`config.mk`:
```
export PLATFORM = sky130hd
export DESIGN_NAME = uart_rx_fifo
export DESIGN_NICKNAME = d
export VERILOG_FILES = /design/src/rtl/uart_pkg.sv /design/src/rtl/fifo_ptr.sv /design/src/rtl/uart_rx_fifo.sv
export SDC_FILE = /design/constraint.sdc
export NUM_CORES = 1
export LEC_CHECK = 0
export CORE_ASPECT_RATIO = 1.25
export CORE_MARGIN = 2
export CORE_UTILIZATION = 30
export DETAILED_ROUTE_END_ITERATION = 8
export SYNTH_ARGS = -nofsm -noshare
export SYNTH_HDL_FRONTEND = slang
export SYNTH_HIERARCHICAL = 1
export SYNTH_SLANG_ARGS = --single-unit
```
`constraint.sdc`:
```
create_clock -name clk_i -period 5.4 [get_ports clk_i]
set_input_delay 1.08 -clock clk_i [delete_from_list [all_inputs] [get_ports clk_i]]
set_output_delay 1.08 -clock clk_i [all_outputs]
set_load 0.005 [all_outputs]
```
`src/rtl/uart_pkg.sv`:
```
// Shared UART definitions used by the receive FIFO and the planned transmit FIFO.
package uart_pkg;

  localparam int UART_DATA_W = 8;

  // Pointer/level width for a FIFO of the given depth: address bits plus a wrap bit.
  function automatic int fifo_level_w(input int depth);
    return $clog2(depth) + 1;
  endfunction

endpackage

```
`src/rtl/fifo_ptr.sv`:
```
// Wrapping FIFO pointer: low bits address the array, the extra MSB is the wrap bit.
module fifo_ptr
  import uart_pkg::*;
#(
  parameter int DEPTH = 16,
  localparam int AW = fifo_level_w(DEPTH) - 1
) (
  input  logic          clk_i,
  input  logic          rst_n_i,
  input  logic          clr_i,
  input  logic          inc_i,
  output logic [AW-1:0] ptr_o,
  output logic          wrap_o
);

  logic [AW:0] ptr_q;
  logic [AW:0] ptr_d;

  // Flush wins over increment; the carry out of the low bits toggles the wrap bit.
  always_comb begin
    ptr_d = ptr_q;
    if (clr_i) begin
      ptr_d = '0;
    end else if (inc_i) begin
      ptr_d = ptr_q + {{AW{1'b0}}, 1'b1};
    end
  end

  always_ff @(posedge clk_i or negedge rst_n_i) begin
    if (!rst_n_i) begin
      ptr_q <= '0;
    end else begin
      ptr_q <= ptr_d;
    end
  end

  assign ptr_o  = ptr_q[AW-1:0];
  assign wrap_o = ptr_q[AW];

endmodule

```
`src/rtl/uart_rx_fifo.sv`:
```
// First-word-fall-through byte FIFO between the UART receiver and the RAM loader,
// with occupancy level and a sticky overflow flag.
module uart_rx_fifo
  import uart_pkg::*;
#(
  parameter int DEPTH  = 16,
  parameter int DATA_W = UART_DATA_W,
  localparam int LW    = fifo_level_w(DEPTH),
  localparam int AW    = LW - 1
) (
  input  logic              clk_i,
  input  logic              rst_n_i,
  input  logic              clr_i,
  input  logic [DATA_W-1:0] in_data_i,
  input  logic              in_data_vld_i,
  output logic              in_data_rdy_o,
  output logic [DATA_W-1:0] out_data_o,
  output logic              out_data_vld_o,
  input  logic              out_data_rdy_i,
  output logic [LW-1:0]     level_o,
  output logic              ovf_o
);

  // Handshakes: a transfer happens on a clock edge where valid and ready are both
  // high; ready/valid outputs come only from registers, never from the inputs.

  logic [DATA_W-1:0] mem_q [DEPTH];
  logic [DATA_W-1:0] mem_d [DEPTH];
  logic              ovf_q;
  logic              ovf_d;

  logic [AW-1:0] wr_ptr;
  logic [AW-1:0] rd_ptr;
  logic          wr_wrap;
  logic          rd_wrap;
  logic          empty;
  logic          full;
  logic          push;
  logic          pop;

  fifo_ptr #(.DEPTH(DEPTH)) u_wr_ptr (
    .clk_i   (clk_i),
    .rst_n_i (rst_n_i),
    .clr_i   (clr_i),
    .inc_i   (push),
    .ptr_o   (wr_ptr),
    .wrap_o  (wr_wrap)
  );

  fifo_ptr #(.DEPTH(DEPTH)) u_rd_ptr (
    .clk_i   (clk_i),
    .rst_n_i (rst_n_i),
    .clr_i   (clr_i),
    .inc_i   (pop),
    .ptr_o   (rd_ptr),
    .wrap_o  (rd_wrap)
  );

  assign empty = (wr_ptr == rd_ptr) && (wr_wrap == rd_wrap);
  assign full  = (wr_ptr == rd_ptr) && (wr_wrap != rd_wrap);

  assign in_data_rdy_o  = ~full;
  assign out_data_vld_o = ~empty;
  assign push           = in_data_vld_i & in_data_rdy_o;
  assign pop            = out_data_vld_o & out_data_rdy_i;

  assign out_data_o = mem_q[rd_ptr];
  assign level_o    = {wr_wrap, wr_ptr} - {rd_wrap, rd_ptr};
  assign ovf_o      = ovf_q;

  // A flush leaves the array alone; only the pointers and the flag are cleared.
  always_comb begin
    mem_d = mem_q;
    ovf_d = ovf_q;
    if (clr_i) begin
      ovf_d = 1'b0;
    end else begin
      if (push) begin
        mem_d[wr_ptr] = in_data_i;
      end
      if (in_data_vld_i && full) begin
        ovf_d = 1'b1;
      end
    end
  end

  always_ff @(posedge clk_i or negedge rst_n_i) begin
    if (!rst_n_i) begin
      for (int i = 0; i < DEPTH; i++) begin
        mem_q[i] <= '0;
      end
      ovf_q <= 1'b0;
    end else begin
      for (int i = 0; i < DEPTH; i++) begin
        mem_q[i] <= mem_d[i];
      end
      ovf_q <= ovf_d;
    end
  end

endmodule
```
==> results.py <==
metrics = {
    "hold_path": {
        "hp-class": "reg2reg",
        "hold_depth": 1,
    },
    "routing": {
        "wirelength_um": 14990,
        "drc_errors": 0,
        "via_count": 3840,
        "postRouteAntennaNets": 0,
        "drtIter0Drc": 226,
        "drt-vias-per-instance": 5.079,
        "drtPass1Iterations": 4,
        "wl_per_cell_um": 19.83,
    },
    "floorplanning": {
        "initial_utilization": 0.3050,
        "rows": 60,
        "core_mm2": 0.02155,
        "die_y_um": 169.5,
        "die-area_mm2": 0.02311,
        "io_pins": 29,
        "die_x_um": 136.4,
    },
    "setup_path": {
        "cp.arrival_ns": 3.12,
        "critical-path-top-delay-family": "flip-flops",
        "critPathRequiredTime_ns": 4.32,
        "rrSetupSlack_ns": 2.23,
        "cp_num_buf_inv": 2,
        "crit_path_max_incr_delay_ns": 1.12,
        "rr_worst_depth": 6,
        "critPathLaunchType": "register",
        "end_kind": "primary output",
        "cp.depth": 5,
        "crit_chain": "buf_4 -> mux4_2 -> a22oi_1 -> nand2_1 -> clkdlybuf4s50_1",
        "critPathKind": "reg2out",
        "crit_fanout": 24,
        "critPathSlowestCell": "dfrtp_1",
    },
    "sta": {
        "period_share": 0.7770,
        "final.setup_skew_ns": 0.005411,
        "relSlewSlack": 0.2211,
        "period_needed_ns": 4.196,
        "worst_slew_pin_slew_ns": 1.168,
        "setup_viol_count_final": 0,
        "max_freq_mhz": 238.3,
        "drv_slew": 0,
        "timing.final.ws_setup_ns": 1.204,
        "hold_viol": 0,
        "setup_tns_ns": 0,
        "rsz0062_at_grt": "no",
    },
    "pwr": {
        "total_power_w": 0.002954,
        "ir_drop_v": 0.0002283,
        "p_per_area_mw_per_mm2": 379.6,
        "p_leak_nw": 3.537,
    },
    "clock_network": {
        "cts_htree_levels": 4,
        "cts_buffers": 17,
        "hold_buffers": 0,
        "tritoncts": "built",
        "cts_setup_buffers": 0,
        "clock_path_buffers": 2,
        "path_clk_slew_ns": 0.06,
        "post_cts_resized": 0,
        "root_buffer": "clkbuf_16",
        "clock_sinks": 139,
        "clock_latency_ns": 0.42,
    },
    "cells_and_area": {
        "layout.area.seq_mm2": 0.003480,
        "syn_to_final_growth_pct": 18.39,
        "multi_input_area_mm2": 0.002958,
        "layout_common_cells": "138 x dfrtp_1, 128 x mux2_2, 32 x mux4_2, 27 x clkdlybuf4s50_1, 17 x clkbuf_16",
        "final_common_cell": "dfrtp_1",
        "antenna_cells": 0,
        "nets": 486,
        "layout-drive-gt1-share": 0.4319,
        "n_fill_cell": 1998,
    },
    "global_route": {
        "groute.usage.overall": 0.1406,
        "grt_pass1_vias": 4207,
        "grt-ovfl-total": 0,
        "grt_pass1_wl_um": 23930,
        "antenna_found_initial": 0,
        "grt_max_degree": 86,
    },
    "synth": {
        "netlist_top_cells_area": "dfrtp_1 53%, mux2_2 22%, mux4_2 11%",
        "yosys.area.top_type": "dfrtp_1",
        "syn_nets": 456,
        "synth_cell_type_count": 36,
        "seq_area_frac_synth": 0.5293,
        "netlist_area_mm2": 0.006571,
        "syn_avg_cell_area_um2": 15.07,
        "yosysWarnings": 6,
        "syn-instance-count": 436,
        "synth.top_cell.area_share": 0.5293,
        "synth_seq_cells": 139,
    },
    "placement": {
        "dp_worst_setup_slack_ns": 1.645,
        "hpwl_um": 9838,
        "portBuffers": 28,
        "gp_congestion": 0.7596,
    },
    "run_status": {
        "status": "completed",
    },
    "run": {
        "drv_cap": 0,
    },
}
==> routing by layer <==
| layer | track usage | vias up | part of all wire |
|---|---|---|---|
| met5 | 0 | - | 0 |
| met2 | 0.2224 | 92 | 0.49 |
| met4 | 0.06159 | 0 | 0.024 |
| met1 | 0.1838 | 2028 | 0.43 |
| li1 | - | 1693 | - |
| met3 | 0.03256 | 27 | 0.058 |
==> path summary, 6_finish.rpt <==
kind	startpoint	to
setup / recovery	u_rd_ptr/ptr_q[1]$_DFFE_PN0P_	out_data_o[1]
setup reg to reg	u_rd_ptr/ptr_q[1]$_DFFE_PN0P_	mem_q[92]$_DFFE_PN0P_
hold / removal	mem_q[41]$_DFFE_PN0P_	mem_q[41]$_DFFE_PN0P_
hold reg to reg	mem_q[41]$_DFFE_PN0P_	mem_q[41]$_DFFE_PN0P_
min in group asynchronous	rst_n_i	u_wr_ptr/ptr_q[2]$_DFFE_PN0P_
max in group asynchronous	rst_n_i	u_rd_ptr/ptr_q[0]$_DFFE_PN0P_
==> flip-flops by register name, summed over array words and instances, names as in the netlist <==
register,count
ovf_o,1
u_rd_ptr/ptr_q,5
u_wr_ptr/ptr_q,5
mem_q,128
==> synthesized netlist by cell type (all sizes together) <==
master   count
a2111oi      2
and4         2
nand3b       3
nand4        6
nor2        14
nor2b        4
a21bo        2
and2         2
mux4        32
dfrtp      139
nor3         3
inv         10
xnor2        4
a21oi        5
a21o         2
mux2       132
mux2i        2
ha           6
xor2         2
clkbuf      15
nand2b       3
fa           1
nand2       13
nand3        8
a22oi       16
buf          7
a31oi        1
==> where the power goes <==
part	switching [W]	internal [W]	leakage [nW]
Sequential	0.0000711	0.00113	1.89
Clock	0.000414	0.000860	0.304
Combinational	0.000203	0.000280	1.34
Total	0.000688	0.00227	3.54
==> through the flow <==
step | hold slack (ns) | area (um2) | instances | util
after floorplan | 0.4739 | 6571 | 436 | -
after global placement | 0.4817 | 7143 | 726 | 0.3315
after detailed placement | 0.4876 | 7143 | 726 | 0.3315
after CTS | 0.5004 | 7780 | 756 | 0.3611
after global routing | 0.5118 | 7780 | 756 | 0.3611
final | 0.4996 | 7780 | 756 | 0.3611
==> kinds of logic (layout without fill, tap and decap cells) <==
family                   count (synthesis)  in the layout  share of synthesized area
multiplexers                           166            166                     0.3401
XOR/XNOR                                 6              6                   0.009140
flip-flops                             139            139                     0.5293
buffers and inverters                   32             73                    0.02056
AND/OR/NAND/NOR                         58             58                    0.04969
AO/OA/AOI/OAI                           28             28                    0.03675
adder cells (fa/ha/maj)                  7              7                    0.01447
==> layout make-up <==
type	count	area share
Multi-Input combinational cell	265	0.3802
Clock inverter	8	0.02477
Tap cell	279	0.04487
Timing Repair Buffer	33	0.04101
Sequential cell	139	0.4473
Inverter	10	0.004825
Clock buffer	22	0.05709
No activity file was read; power rests on OpenSTA's default activity.
